==> src/rtl/tcam_lookup_ctrl.sv <==
// Client-side controller for a TCAM. It sequences single writes and searches, and holds each
// search result until the client takes it. It also keeps saturating hit and miss counters.
module tcam_lookup_ctrl #(
    parameter int DATA_W = 16,
    parameter int DEPTH  = 16,
    parameter int ADDR_W = 4,
    parameter int LAT    = 1,
    parameter int CNT_W  = 16
) (
    input  logic              clk_i,
    input  logic              rst_ni,
    input  logic              req_valid_i,
    output logic              req_ready_o,
    input  logic              req_write_i,
    input  logic [ADDR_W-1:0] req_addr_i,
    input  logic [DATA_W-1:0] req_data_i,
    output logic              rsp_valid_o,
    input  logic              rsp_ready_i,
    output logic              rsp_found_o,
    output logic [ADDR_W-1:0] rsp_addr_o,
    output logic [DATA_W-1:0] rsp_data_o,
    output logic              tcam_we_o,
    output logic [ADDR_W-1:0] tcam_waddr_o,
    output logic [DATA_W-1:0] tcam_data_o,
    output logic              tcam_search_o,
    input  logic [ADDR_W-1:0] tcam_saddr_i,
    input  logic [DATA_W-1:0] tcam_sdata_i,
    input  logic              tcam_found_i,
    output logic [CNT_W-1:0]  hit_count_o,
    output logic [CNT_W-1:0]  miss_count_o
);

    typedef enum logic [1:0] {ST_IDLE, ST_WR, ST_SRCH, ST_RESP} state_e;

    localparam int                LCNT_W    = (LAT < 1) ? 1 : $clog2(LAT + 1);
    localparam logic [LCNT_W-1:0] LCNT_LAST = LCNT_W'(LAT);
    localparam logic [ADDR_W:0]   DEPTH_L   = (ADDR_W + 1)'(DEPTH);

    state_e              state_q, state_d;
    logic [ADDR_W-1:0]   addr_q, addr_d;
    logic [DATA_W-1:0]   data_q, data_d;
    logic [LCNT_W-1:0]   lcnt_q, lcnt_d;
    logic                found_q, found_d;
    logic [ADDR_W-1:0]   raddr_q, raddr_d;
    logic [DATA_W-1:0]   rdata_q, rdata_d;
    logic [CNT_W-1:0]    hit_q, hit_d;
    logic [CNT_W-1:0]    miss_q, miss_d;

    always_ff @(posedge clk_i or negedge rst_ni) begin
        if (!rst_ni) begin
            state_q <= ST_IDLE;
            addr_q  <= '0;
            data_q  <= '0;
            lcnt_q  <= '0;
            found_q <= 1'b0;
            raddr_q <= '0;
            rdata_q <= '0;
            hit_q   <= '0;
            miss_q  <= '0;
        end else begin
            state_q <= state_d;
            addr_q  <= addr_d;
            data_q  <= data_d;
            lcnt_q  <= lcnt_d;
            found_q <= found_d;
            raddr_q <= raddr_d;
            rdata_q <= rdata_d;
            hit_q   <= hit_d;
            miss_q  <= miss_d;
        end
    end

    always_comb begin
        state_d = state_q;
        addr_d  = addr_q;
        data_d  = data_q;
        lcnt_d  = lcnt_q;
        found_d = found_q;
        raddr_d = raddr_q;
        rdata_d = rdata_q;
        hit_d   = hit_q;
        miss_d  = miss_q;
        unique case (state_q)
            ST_IDLE: begin
                if (req_valid_i) begin
                    addr_d  = req_addr_i;
                    data_d  = req_data_i;
                    lcnt_d  = '0;
                    state_d = req_write_i ? ST_WR : ST_SRCH;
                end
            end
            ST_WR: state_d = ST_IDLE;
            ST_SRCH: begin
                // The TCAM result is valid only on the last search cycle; a miss reports zeros.
                if (lcnt_q == LCNT_LAST) begin
                    found_d = tcam_found_i;
                    raddr_d = tcam_found_i ? tcam_saddr_i : '0;
                    rdata_d = tcam_found_i ? tcam_sdata_i : '0;
                    if (tcam_found_i) begin
                        if (hit_q != '1) hit_d = hit_q + CNT_W'(1);
                    end else begin
                        if (miss_q != '1) miss_d = miss_q + CNT_W'(1);
                    end
                    state_d = ST_RESP;
                end else begin
                    lcnt_d = lcnt_q + LCNT_W'(1);
                end
            end
            ST_RESP: if (rsp_ready_i) state_d = ST_IDLE;
            default: state_d = ST_IDLE;
        endcase
    end

    always_comb begin
        req_ready_o   = (state_q == ST_IDLE) && rst_ni;
        tcam_we_o     = (state_q == ST_WR) && ({1'b0, addr_q} < DEPTH_L);
        tcam_waddr_o  = (state_q == ST_WR) ? addr_q : '0;
        tcam_data_o   = ((state_q == ST_WR) || (state_q == ST_SRCH)) ? data_q : '0;
        tcam_search_o = (state_q == ST_SRCH);
        rsp_valid_o   = (state_q == ST_RESP);
        rsp_found_o   = found_q;
        rsp_addr_o    = raddr_q;
        rsp_data_o    = rdata_q;
        hit_count_o   = hit_q;
        miss_count_o  = miss_q;
    end

endmodule

==> config.mk <==
export PLATFORM = sky130hd
export DESIGN_NAME = tcam_lookup_ctrl
export DESIGN_NICKNAME = d
export VERILOG_FILES = /design/src/rtl/tcam_lookup_ctrl.sv
export SDC_FILE = /design/constraint.sdc
export NUM_CORES = 1
export LEC_CHECK = 0
export CAP_MARGIN = 15
export CORE_ASPECT_RATIO = 0.7
export CORE_UTILIZATION = 49
export CTS_BUF_LIST = sky130_fd_sc_hd__clkbuf_16
export DETAILED_ROUTE_END_ITERATION = 8
export PLACE_DENSITY = 0.86
export SYNTH_ARGS = -nofsm -noshare
export SYNTH_HDL_FRONTEND = slang
export SYNTH_SLANG_ARGS = --single-unit
==> constraint.sdc <==
create_clock -name clk_i -period 5.3 [get_ports clk_i]
set_clock_uncertainty 0.15 [all_clocks]
set_input_delay 1.06 -clock clk_i [delete_from_list [all_inputs] [get_ports clk_i]]
set_output_delay 1.06 -clock clk_i [all_outputs]
set_load 0.005 [all_outputs]
* After elaboration in Yosys (flattened, before gate mapping)
Index checks and enable logic that the tools add are counted.
** Storage, ports and cells
- Bits in registers :: 76
- Output and inout bits :: 77
- Word-level logic and storage cells :: 43
** Operators by class
- Add/subtract/negate cells :: 3
- Equality and inequality tests :: 8
- Multiplexer cells :: 12
- Bitwise logic cells :: 1
- Reduce and logical (&&, ||, !) cells :: 10
** Operators by type and width (number)
- $add 16x1->16 const B :: 2
- $mux 16 :: 2
- $ne 16x16->1 const B :: 2
- $mux 2 :: 4
- $mux 4 :: 2
- $pmux 2 s4 :: 1
- $reduce_and 4->1 :: 2
- $reduce_and 2->1 :: 3
- $eq 2x2->1 const B :: 2
- $ne 2x1->1 const B :: 2
- $reduce_and 3->1 :: 1
- $eq 2x1->1 const B :: 1
- $logic_not 2->1 :: 1
- $mux 1 :: 2
- $ne 2x2->1 const B :: 1
- $pmux 1 s2 :: 1
- $reduce_bool 2->1 :: 1
- $add 1x1->1 const B :: 1
- $logic_and 1x1->1 :: 1
- $logic_or 1x1->1 :: 1
- $not 1->1 :: 1

* Depth between registers and ports, before layout
- Depth in word-level cells :: 3
- Gate-level depth with buffers :: 7
- Depth with buffers taken out :: 6

* Least setup slack after synthesis
OpenSTA, ideal clock, no wires.
- Path type :: in2out
- Start point :: input port rst_ni
- End point :: output port req_ready_o
- Arrival time :: 1.203 ns
- Required time :: 4.090 ns
- Setup slack :: 2.887 ns
- Stages on the path :: 1
- Path through :: and2_1
** Between the ends
- Word-level cells in the longest chain between the ends :: 1
** Ends and longest elaborated chain
- start, declared :: line 11 : input logic rst_ni,
- $logic_and 1x1->1 :: line 115 : req_ready_o = (state_q == ST_IDLE) && rst_ni;
- end, declared :: line 13 : output logic req_ready_o,
No other way between the ends.

* Worst setup path in the final report
- Start point :: register state_q[1]
- End point :: output port tcam_data_o[0]
** Between the ends
- Word-level cells in the longest chain between the ends :: 3
** Ends and longest elaborated chain
- start, declared :: line 39 : state_e state_q, state_d;
- start signal, assigned :: line 61 : state_q <= state_d;
- $eq 2x1->1 / $eq 2x2->1 (equally long branches) :: line 118 : tcam_data_o = ((state_q == ST_WR) || (state_q == ST_SRCH)) ? data_q : '0;
- $logic_or 1x1->1 * :: line 118
- $mux 16 * :: line 118
- end, declared :: line 24 : output logic [DATA_W-1:0] tcam_data_o,
Every way passes the cells marked *; elsewhere a longest branch is shown, timed or not.

==> results by group <==
Die
  • IO Count: 123
  • Rows: 25
  • Die W: about 100 um
  • Initial core utilization: 0.5155
  • Die Ht: 73.19 um
  • Die area: 0.007589 mm2
  • Core area: 0.006882 mm2

Finish
  • Ratio of cells with drive above 1 in the final layout: 0.1131
  • Register area: 0.001902 mm2
  • Final core occ: 0.7462
  • Inserted Diodes: 0
  • Area delta synth->final: 44.76%
  • Design Area, Final: 0.005135 mm2
  • Nets@finish: 498
  • Filler instances: 496
  • Multi-input gate area: 0.001577 mm2

GRT
  • First-pass GRT wire length: 14.21 mm
  • Vias in the first global route: 2872
  • Largest net degree at the start of global routing: 52
  • Gr usage total: 0.2409
  • Initial antenna violation count: 0
  • Gr ovfl total: 0

Logic synthesis
  • Mapped Cells: 322
  • Ys Warns: 0
  • Synth top area share: 0.5362
  • Cell with the most instances after synthesis: dfrtp_1
  • Number of synthesized flops with an enable pin: 0
  • Seq/Total Area, Yosys: 0.5362
  • Synth area leader: dfrtp_1
  • Largest cells by area after synthesis: dfrtp_1 54%, mux2_2 7.3%, nand2_1 5.7%
  • Synth Net Count: 374
  • Avg Inst Size Synth: 11.02 um2
  • Post-Syn Area: 0.003547 mm2
  • Async set-or-reset flop fraction in the synthesized netlist: 1.000
  • Top cells by count, synth: 76 x dfrtp_1, 54 x nand2_1, 23 x mux2_2, 23 x o21ai_0, 22 x and2_1
  • Count of cell types in the netlist: 44
  • Yosys reg bits: 76
  • Dominant synthesized flop cell: dfrtp_1

Worst setup path
  • R2r setup slk: 2960 ps
  • Worst endpoint required time: 4090 ps
  • R2R Path Start: state_q[0]
  • CP endpoint kind: primary output
  • Worst r2r dst: hit_count_o[15]
  • Crit Path Category: register to primary output
  • Reg2Reg Depth: 6
  • Worst Setup Start Kind: register
  • Worst EP arrival: 2080 ps
  • CP Max Fanout: 16

Drt
  • Initial DRC count: 139
  • Total Wirelength: between 8 and 9 mm
  • Residual DRC: 0
  • Via/cell ratio: between 5 and 6
  • Iteration count of the initial detailed-routing pass: 4
  • Post-route ant nets: 0
  • Drt wl/cell: 15.49 um
  • Via count: 2868

Pwr
  • Power Internal: 1.654 mW
  • Combinational power share: 0.377
  • Leakage: 2.299 nW
  • Clock power frac: 0.249
  • Sequential Power Share: 0.375
  • VDD IR max: 0.3236 mV
  • Pwr dens: 454.3 mW/mm2
  • Sw Ratio: 0.2910
  • Psw: 0.6789 mW

Hold path
  • Min-Delay Path Class: register to register
  • Worst Hold Launch: rsp_data_o[3]
  • Hold path cells: 2
  • Endpoint, Worst Hold: rsp_data_o[3]

Placement
  • Port-buffer cells: around 120
  • GP Congestion: 0.8666
  • Placed inst area: between 0.004 and 0.005 mm2
  • DPL Wire Length: 6.052 mm

CTS
  • Cts hold-fix bufs: 0
  • CTS tree: built
  • CTS resizes: 0
  • Clock latency at the later pin of the worst-skew pair: 320 ps
  • H-Tree Depth: 3
  • Clock sink count: 76
  • Clk pin slew, worst setup/hold paths: 60 ps
  • Clk buf depth: 2
  • Root Driver: clkbuf_16
  • TritonCTS buffer count: 9
  • Setup Fix Bufs, Post-CTS: 0

Timing
  • # setup viols final: 0
  • Slew HR: 0.3242
  • Tcrit/Tclk final: 0.6208
  • Min Tclk post-route: 3290 ps
  • FMAX: 0.3039 GHz
  • Total Neg Setup Slack: 0 ps
  • Tightest Pin Transition: 1011 ps
  • Worst hold slack: about 330 ps
  • Final hold violation count: 0
  • Unrepaired setup endpoints after global routing: no
  • Max-slew violation count: 0

Run
  • MaxCap Viol Count: 0

Outcome
  • Outcome: finished clean
[layout by cell type, fill, tap and decap left out, drive strengths merged, types with 5 or more instances in the layout]
master         count
nand2             54
nand3             12
clkinv             6
mux2              25
o21ai             23
clkbuf             9
clkdlybuf4s50    121
a21oi              5
xnor2             11
ha                 6
nand4             10
and2              22
inv                8
nor2               7
nor4               5
xor2              15
dfrtp             76
nor3               7
[power groups by stage]
stage	Combinational [mW]	Sequential [mW]	Clock [mW]
after floorplan	0.376	0.862	0
after global placement	0.859	0.873	0
after detailed placement	0.877	0.881	0
after CTS	0.889	0.874	0.593
after global routing	0.965	0.900	0.620
final	0.879	0.874	0.580
[logic make-up (layout without fill, tap and decap cells)]
group / after synthesis / count (layout) / share of synthesized area
DFF: 76 / 76 / 0.5362
buffers and inverters: 18 / 147 / 0.01940
adders and majority gates: 6 / 6 / 0.02116
muxes: 25 / 25 / 0.08042
and+or+nand+nor: 133 / 133 / 0.2173
xor gates and xnor gates: 26 / 26 / 0.06420
AOI/OAI and AO/OA: 38 / 38 / 0.06138
[state kept, by name (all words and copies together) (netlist names)]
register	flops
addr_q	4
data_q	16
hit_count_o	16
lcnt_q	1
miss_count_o	16
rsp_addr_o	4
rsp_data_o	16
rsp_found_o	1
state_q	2
[per-layer routing]
layer / GRT usage / share of wire / wire, um / up-vias
met5: 0 / 0 / 0 / -
met4: 0.06984 / 0.0095 / 80 / 0
met3: 0.1054 / 0.11 / 920 / 13
met2: 0.3781 / 0.44 / 3695 / 143
met1: 0.3067 / 0.44 / 3745 / 1358
li1: - / - / - / 1354
[worst max-delay path by stage]
| stage | endpoint | slack (ps) | startpoint | cells past startpoint |
|---|---|---|---|---|
| finish | tcam_data_o[0] | 2010 | state_q[1] | 4 |
| global route | tcam_data_o[6] | 1880 | state_q[0] | 4 |
| CTS | tcam_data_o[0] | 1970 | state_q[1] | 4 |
| detailed placement | hit_count_o[15] | 1780 | tcam_found_i | 5 |
| global placement | hit_count_o[15] | 1850 | tcam_found_i | 5 |
| floorplan | req_ready_o | 2890 | rst_ni | 1 |
[stage by stage]
step	power [mW]	std cells	setup WS, ps
after detailed placement	1.758	529	1785
final	2.333	545	2010
after global placement	1.732	529	1853
after global routing	2.485	545	1876
after CTS	2.356	545	1972
after floorplan	1.237	322	2887
[worst max-delay path, stage by stage (launching register included)]
cell and delay [ps]:
dfrtp_1 390, inv_1 80, ha_1 530, and2_1 200
clkdlybuf4s50_1 540
[area by class of cell]
cell class / count / share of cell area
Sequential cell: 76 / 0.3704
Inverter: 8 / 0.005848
Clock buffer: 9 / 0.04386
Tap cell: 94 / 0.02290
Clock inverter: 7 / 0.01121
Multi-Input combinational cell: 228 / 0.3070
Timing Repair Buffer: 123 / 0.2388
(Power assumes the default switching activity.)
